## src/rtl/arbpuf_pkg.sv

```systemverilog
// arbpuf_pkg: shared constants, state type and LFSR helper for the arbiter
// PUF sequencing controller.
//   LFSR_TAPS  - feedback taps of the challenge-expansion LFSR (bits 31,21,1,0)
//   ZERO_SEED  - replacement seed used when the requester supplies all zeros
//   arb_state_t - controller state encoding
package arbpuf_pkg;

    localparam logic [31:0] LFSR_TAPS = 32'h8020_0003;
    localparam logic [31:0] ZERO_SEED = 32'hFFFF_FFFF;

    typedef enum logic [2:0] {
        ST_IDLE,
        ST_ARM,
        ST_FIRE,
        ST_SAMPLE,
        ST_NEXT
    } arb_state_t;

    // Shift left, feedback is the XOR of the tapped bits.
    function automatic logic [31:0] lfsr_step(input logic [31:0] cur);
        return {cur[30:0], ^(cur & LFSR_TAPS)};
    endfunction

endpackage

```

## src/rtl/arbpuf_sync.sv

```systemverilog
// arbpuf_sync: two-flop synchroniser bringing the asynchronous PUF arbiter
// output into the clk_i domain.
//   clk_i  - system clock
//   rst_i  - synchronous active-high reset, clears both stages
//   d_i    - asynchronous input
//   q_o    - synchronised output
module arbpuf_sync (
    input  logic clk_i,
    input  logic rst_i,
    input  logic d_i,
    output logic q_o
);

    logic meta;

    always_ff @(posedge clk_i) begin
        if (rst_i) begin
            meta <= 1'b0;
            q_o  <= 1'b0;
        end else begin
            meta <= d_i;
            q_o  <= meta;
        end
    end

endmodule

```

## src/rtl/arbpuf_ctrl.sv

```systemverilog
// arbpuf_ctrl: sequencing controller for a 32-stage arbiter PUF.
// Expands a seed challenge with an LFSR into RESP_BITS sub-challenges, races
// each one VOTES times, majority-votes the results into response_o and counts
// the bits whose votes were not unanimous.
//   clk_i, rst_i      - clock, synchronous active-high reset
//   start_i           - request, accepted only when idle
//   challenge_i       - seed challenge captured on acceptance
//   busy_o            - high from the accepting edge until done
//   done_o            - one-cycle pulse when response_o/unstable_o are final
//   response_o        - voted response, first bit in the MSB
//   unstable_o        - number of non-unanimous bits
//   puf_challenge_o   - challenge to the PUF switch chain (current LFSR value)
//   puf_launch_o      - race launch to both PUF path inputs
//   puf_resp_i        - arbiter output, asynchronous to clk_i
module arbpuf_ctrl
    import arbpuf_pkg::*;
#(
    parameter int RESP_BITS     = 32,
    parameter int VOTES         = 7,
    parameter int SETTLE_CYCLES = 4,
    parameter int RACE_CYCLES   = 8
) (
    input  logic                             clk_i,
    input  logic                             rst_i,
    input  logic                             start_i,
    input  logic [31:0]                      challenge_i,
    output logic                             busy_o,
    output logic                             done_o,
    output logic [RESP_BITS-1:0]             response_o,
    output logic [$clog2(RESP_BITS+1)-1:0]   unstable_o,
    output logic [31:0]                      puf_challenge_o,
    output logic                             puf_launch_o,
    input  logic                             puf_resp_i
);

    localparam int TMAX = (SETTLE_CYCLES > RACE_CYCLES) ? SETTLE_CYCLES : RACE_CYCLES;
    localparam int TW   = $clog2(TMAX);
    localparam int VW   = (VOTES > 1) ? $clog2(VOTES) : 1;
    localparam int BW   = (RESP_BITS > 1) ? $clog2(RESP_BITS) : 1;
    localparam int OW   = $clog2(VOTES + 1);
    localparam int UW   = $clog2(RESP_BITS + 1);

    localparam logic [TW-1:0] SETTLE_LAST = TW'(SETTLE_CYCLES - 1);
    localparam logic [TW-1:0] RACE_LAST   = TW'(RACE_CYCLES - 1);
    localparam logic [VW-1:0] VOTE_LAST   = VW'(VOTES - 1);
    localparam logic [BW-1:0] BIT_LAST    = BW'(RESP_BITS - 1);
    localparam logic [OW-1:0] ONES_HALF   = OW'(VOTES / 2);
    localparam logic [OW-1:0] ONES_ALL    = OW'(VOTES);

    arb_state_t     state;
    logic [31:0]    lfsr;
    logic [TW-1:0]  timer;
    logic [VW-1:0]  vote_cnt;
    logic [BW-1:0]  bit_cnt;
    logic [OW-1:0]  ones;
    logic           resp_sync;
    logic           voted;

    (* keep_hierarchy = "yes" *)
    arbpuf_sync u_sync (
        .clk_i (clk_i),
        .rst_i (rst_i),
        .d_i   (puf_resp_i),
        .q_o   (resp_sync)
    );

    assign puf_challenge_o = lfsr;
    assign voted           = (ones > ONES_HALF);

    always_ff @(posedge clk_i) begin
        if (rst_i) begin
            state        <= ST_IDLE;
            lfsr         <= '0;
            timer        <= '0;
            vote_cnt     <= '0;
            bit_cnt      <= '0;
            ones         <= '0;
            busy_o       <= 1'b0;
            done_o       <= 1'b0;
            response_o   <= '0;
            unstable_o   <= '0;
            puf_launch_o <= 1'b0;
        end else begin
            done_o <= 1'b0;
            unique case (state)
                ST_IDLE: begin
                    // Blocking acceptance during the done cycle makes the cycle
                    // after done_o the earliest point a new request is taken.
                    if (start_i && !done_o) begin
                        lfsr         <= (challenge_i == '0) ? ZERO_SEED : challenge_i;
                        response_o   <= '0;
                        unstable_o   <= '0;
                        timer        <= '0;
                        vote_cnt     <= '0;
                        bit_cnt      <= '0;
                        ones         <= '0;
                        busy_o       <= 1'b1;
                        puf_launch_o <= 1'b0;
                        state        <= ST_ARM;
                    end
                end
                ST_ARM: begin
                    if (timer == SETTLE_LAST) begin
                        timer        <= '0;
                        puf_launch_o <= 1'b1;
                        state        <= ST_FIRE;
                    end else begin
                        timer <= timer + 1'b1;
                    end
                end
                ST_FIRE: begin
                    if (timer == RACE_LAST) begin
                        timer <= '0;
                        state <= ST_SAMPLE;
                    end else begin
                        timer <= timer + 1'b1;
                    end
                end
                ST_SAMPLE: begin
                    // Launch is still high in this cycle; it drops on leaving.
                    ones         <= ones + OW'(resp_sync);
                    puf_launch_o <= 1'b0;
                    if (vote_cnt < VOTE_LAST) begin
                        vote_cnt <= vote_cnt + 1'b1;
                        state    <= ST_ARM;
                    end else begin
                        state <= ST_NEXT;
                    end
                end
                ST_NEXT: begin
                    response_o <= (response_o << 1) | RESP_BITS'(voted);
                    if ((ones != '0) && (ones != ONES_ALL)) begin
                        unstable_o <= unstable_o + UW'(1);
                    end
                    ones     <= '0;
                    vote_cnt <= '0;
                    lfsr     <= lfsr_step(lfsr);
                    if (bit_cnt == BIT_LAST) begin
                        done_o <= 1'b1;
                        busy_o <= 1'b0;
                        state  <= ST_IDLE;
                    end else begin
                        bit_cnt <= bit_cnt + 1'b1;
                        state   <= ST_ARM;
                    end
                end
                default: state <= ST_IDLE;
            endcase
        end
    end

endmodule

```

## config.mk

```make
export PLATFORM = sky130hd
export DESIGN_NAME = arbpuf_ctrl
export DESIGN_NICKNAME = d
export VERILOG_FILES = /design/src/rtl/arbpuf_pkg.sv /design/src/rtl/arbpuf_sync.sv /design/src/rtl/arbpuf_ctrl.sv
export SDC_FILE = /design/constraint.sdc
export NUM_CORES = 1
export LEC_CHECK = 0
export CAP_MARGIN = 15
export CORE_MARGIN = 1.5
export CORE_UTILIZATION = 40
export CTS_CLUSTER_DIAMETER = 100
export DETAILED_ROUTE_END_ITERATION = 10
export GPL_TIMING_DRIVEN = 0
export PLACE_DENSITY = 0.68
export SKIP_LAST_GASP = 1
export SYNTH_ARGS = -nofsm -noshare
export SYNTH_HDL_FRONTEND = slang
export SYNTH_SLANG_ARGS = --single-unit
```

## constraint.sdc

```tcl
create_clock -name clk_i -period 5.5 [get_ports clk_i]
set_clock_uncertainty 0.1 [all_clocks]
set_input_delay 1.1 -clock clk_i [delete_from_list [all_inputs] [get_ports clk_i]]
set_output_delay 1.1 -clock clk_i [all_outputs]
set_load 0.005 [all_outputs]
```

==> results.env <==
STATUS='finished clean'
IR_WORST_VDD_uV=123
SYNTH_SEQ_AREA_SHARE_PCT=45.5
TRITONCTS.NUM_BUFFERS=9
OVERFLOW=0
SETUP_WS_NS=2.87
VIAS_PER_CELL=5.41
HOLD_BUFFERS=0
FIRST_PASS_GRT_WIRE_LENGTH_UM=18600
GRT_UTIL_ALL_LAYERS_PCT=20.7
SETUP.WORST_PATH.END_CLASS='flop'
DP_SLACK_NS=2.50
DETAIL_ROUTE.WL_PER_CELL_UM=15.0
MAPPEDNETLISTNETS=511
CTS_TREE='built'
EDFF_COUNT_SYNTH=0
FINALHOLDVIOLCOUNT=0
YS_DOMINANT_REG_CELL='dfxtp_1'
ROUTE.TOP_LAYER_USED='met4'
FINALNETCOUNT=630
CTS-ROOT-TO-SINK-BUFFERS=2
REG2REG_SLACK_NS=3.40
GRT_PASS1_VIAS=3848
REMAINING_DRC_ERRORS=0
CTS_NUM_SINKS=92
SYNTH.LIB_CELLS_USED.DISTINCT=50
DIE_HEIGHT_UM=104
CTS_HTREE_LEVELS=3
BIGGEST_AREA_CONTRIBUTORS_IN_THE_SYNTHESIZED_NETLIST='dfxtp_1 46%, nor2_1 7.0%, o221ai_1 6.7%, a21oi_1 6.6%, a2bb2oi_1 6.5%'
SYNTH_TOP_AREA_SHARE_PCT=45.5
MIN_PERIOD_OVER_PERIOD_PCT=47.8
TNS_NS=0
MAX_CAP_VIOLATIONS=0
SYNTH.FF_LATCH_COUNT=92
MET3WIRELENGTH_UM=812
SYNTH-ASYNC-RESET-RATIO_PCT=0
WL_MET2_UM=4850
SYNTH_MOST_COMMON_CELL='dfxtp_1'
SLEW_VIOLATIONS=0
CRIT-REG2REG-LAUNCH='bit_cnt[0]$_SDFFE_PP0P_'
SLEW_HEADROOM_PCT=50.3
FINALWIRELENGTH_UM=10800
VIA_COUNT=3908
IO_PINS=109
DIEWIDTH_UM=104
CTS_SETUP_BUFFERS=0
POST_SYNTH_INSTANCE_AREA_UM2=4050
POST-DP-HPWL_UM=8030
CTS.REPAIR.RESIZED=0
LEAKAGEPOWER_nW=2.02
SYNTH.TOP_CELLS.BY_COUNT='92 x dfxtp_1, 75 x nor2_1, 53 x a21oi_1'
INITIAL_CORE_UTIL_PCT=41.4
DRTANTENNAVIOLNETS=0
POWER_DENSITY_nW_PER_UM2=244
N_ANTENNA_CELL=0
FINAL_CORE_UTILIZATION_PCT=56.3
CLOCKROOTBUFFER='clkbuf_8'
GPL.FINAL_WEIGHTED_CONGESTION=0.914
WORST-SLEW-PIN-TRANSITION_NS=0.742
CRITICAL_PATH.STARTPOINT='challenge_i[7]'
DETAILEDROUTE.FIRSTPASSITERATIONCOUNT=4
ARRIVAL_NS=2.81
YS_WARN_COUNT=0
TOTAL_POWER_mW=1.34
PORT-BUFFER-COUNT=108
CLK-INSERTION-DELAY-LATE_NS=0.35
CLKTRANSATPATHREGS_NS=0.09
AVGSYNTHCELLAREA_UM2=8.70
GATE_COUNT_OF_THE_MAPPED_NETLIST=465
CORE_AREA_UM2=9770
SYNTHDOMINANTAREACELLTYPE='dfxtp_1'
WORST_EP_REQUIRED_TIME_NS=5.68
FRACTION_OF_FINAL_LAYOUT_CELLS_WITH_DRIVE_STRENGTH_GREATER_THAN_1_PCT=7.64
SETUP.WORST_PATH.CLASS='in -> reg'
ACHIEVABLE-FREQUENCY_MHz=380
FINALSETUPVIOLCOUNT=0
FP-ROW-COUNT=36
DRT_ITER0_MARKERS=186
WORSTREG2REGEND='bit_cnt[3]$_SDFFE_PP0P_'
NUMBER_OF_ANTENNA_VIOLATIONS_AT_THE_FIRST_CHECK_IN_GLOBAL_ROUTING=0
WORSTSETUPENDPOINT='puf_challenge_o[4]$_SDFFE_PP0P_'
REG2REGPATHDEPTH=7
MIN-DELAY-PATH-CLASS='reg -> reg'
DIE-AREA_UM2=10700
CRITICAL_PATH.MAX_FANOUT=10
WORSTSETUPSTARTPOINTTYPE='primary input'
WIRELENGTH_MET1_UM=5120
RSZ_0062_RAISED_AFTER_GLOBAL_ROUTING='false'
GRT_MAX_DEGREE=16
AREA_DELTA_SYNTH_FINAL_PCT=36.0
FINALWORSTPATHREQUIREDPERIOD_NS=2.63
## how the worst min path moves through the flow
stage,from,endpoint,slack [ns],depth (start not counted)
4_1_cts,u_sync/meta$_SDFF_PP0_,u_sync/q_o$_SDFF_PP0_,0.36,1
3_3_place_gp,u_sync/meta$_SDFF_PP0_,u_sync/q_o$_SDFF_PP0_,0.33,1
2_1_floorplan,u_sync/meta$_SDFF_PP0_,u_sync/q_o$_SDFF_PP0_,0.31,1
3_5_place_dp,u_sync/meta$_SDFF_PP0_,u_sync/q_o$_SDFF_PP0_,0.33,1
6_report,u_sync/meta$_SDFF_PP0_,u_sync/q_o$_SDFF_PP0_,0.35,1
5_1_grt,u_sync/meta$_SDFF_PP0_,u_sync/q_o$_SDFF_PP0_,0.37,1
## metal layers
layer	GRT usage [%]	vias to the layer above
met5	0	-
met3	6.67	6
li1	-	1942
met1	27.4	1851
met2	32.4	109
met4	5.75	0
## logic make-up (layout without fill, tap and decap cells)
family / after synthesis / in the layout / synth area share, %
fa+ha+maj: 10 / 10 / 3.09
mux: 2 / 2 / 0.495
xor+xnor: 4 / 4 / 1.21
simple gates: 177 / 177 / 20.6
flops: 92 / 92 / 45.5
buf+inv: 44 / 168 / 4.89
compound gates: 136 / 136 / 24.2
## worst max-delay path, stage by stage
cell,delay (ns)
clkdlybuf4s50_1,0.44
nor4_1,0.36
nand4_1,0.17
o21a_1,0.26
clkbuf_1,0.27
a21oi_1,0.20
## placed cells by master (no fill, tap or decap), types with 2 or more instances in the layout
cell type        count
a21oi_1             53
a22oi_1              2
a2bb2oi_1           30
a311oi_1             2
and3_1               2
buf_2               17
clkbuf_1            19
clkbuf_8            11
clkdlybuf4s50_1    108
clkinvlp_4           2
dfxtp_1             92
ha_1                10
inv_1                6
mux2i_1              2
nand2_1             45
nand2b_1             4
nand3_1             13
nand4_1              4
nor2_1              75
nor2b_1              4
nor3_1               3
nor4_1              10
o21ai_0              4
o221ai_1            31
o31ai_1              3
or3b_1               3
or4_1                3
xor2_1               3
## through the flow
step	cell area, um2	hold slack [ns]	cells
6_report	5500	0.348	722
5_1_grt	5500	0.369	722
4_1_cts	5500	0.356	722
3_5_place_dp	5290	0.334	706
3_3_place_gp	5290	0.325	706
2_1_floorplan	4050	0.314	465
## registers in the layout, summed over array words and instances, names as in the netlist
| name | cells |
|---|---|
| puf_launch_o | 1 |
| done_o | 1 |
| timer | 3 |
| u_sync/meta | 1 |
| unstable_o | 6 |
| bit_cnt | 5 |
| u_sync/q_o | 1 |
| busy_o | 1 |
| ones | 3 |
| puf_challenge_o | 32 |
| state | 3 |
| vote_cnt | 3 |
| response_o | 32 |
## final cells by class
class / count / area, um2
Clock buffer: 11 / 151
Timing Repair Buffer: 108 / 1080
Fill cell: 930 / 4270
Clock inverter: 5 / 58.8
Inverter: 6 / 22.5
Tap cell: 133 / 166
Buffer: 38 / 175
Multi-Input combinational cell: 329 / 2010
Sequential cell: 92 / 1840
## where the power goes
group	internal, mW	switching [mW]
combinational	0.0933	0.0718
clock	0.236	0.237
sequential	0.688	0.0184
total	1.02	0.327
(Power assumes the default switching activity.)
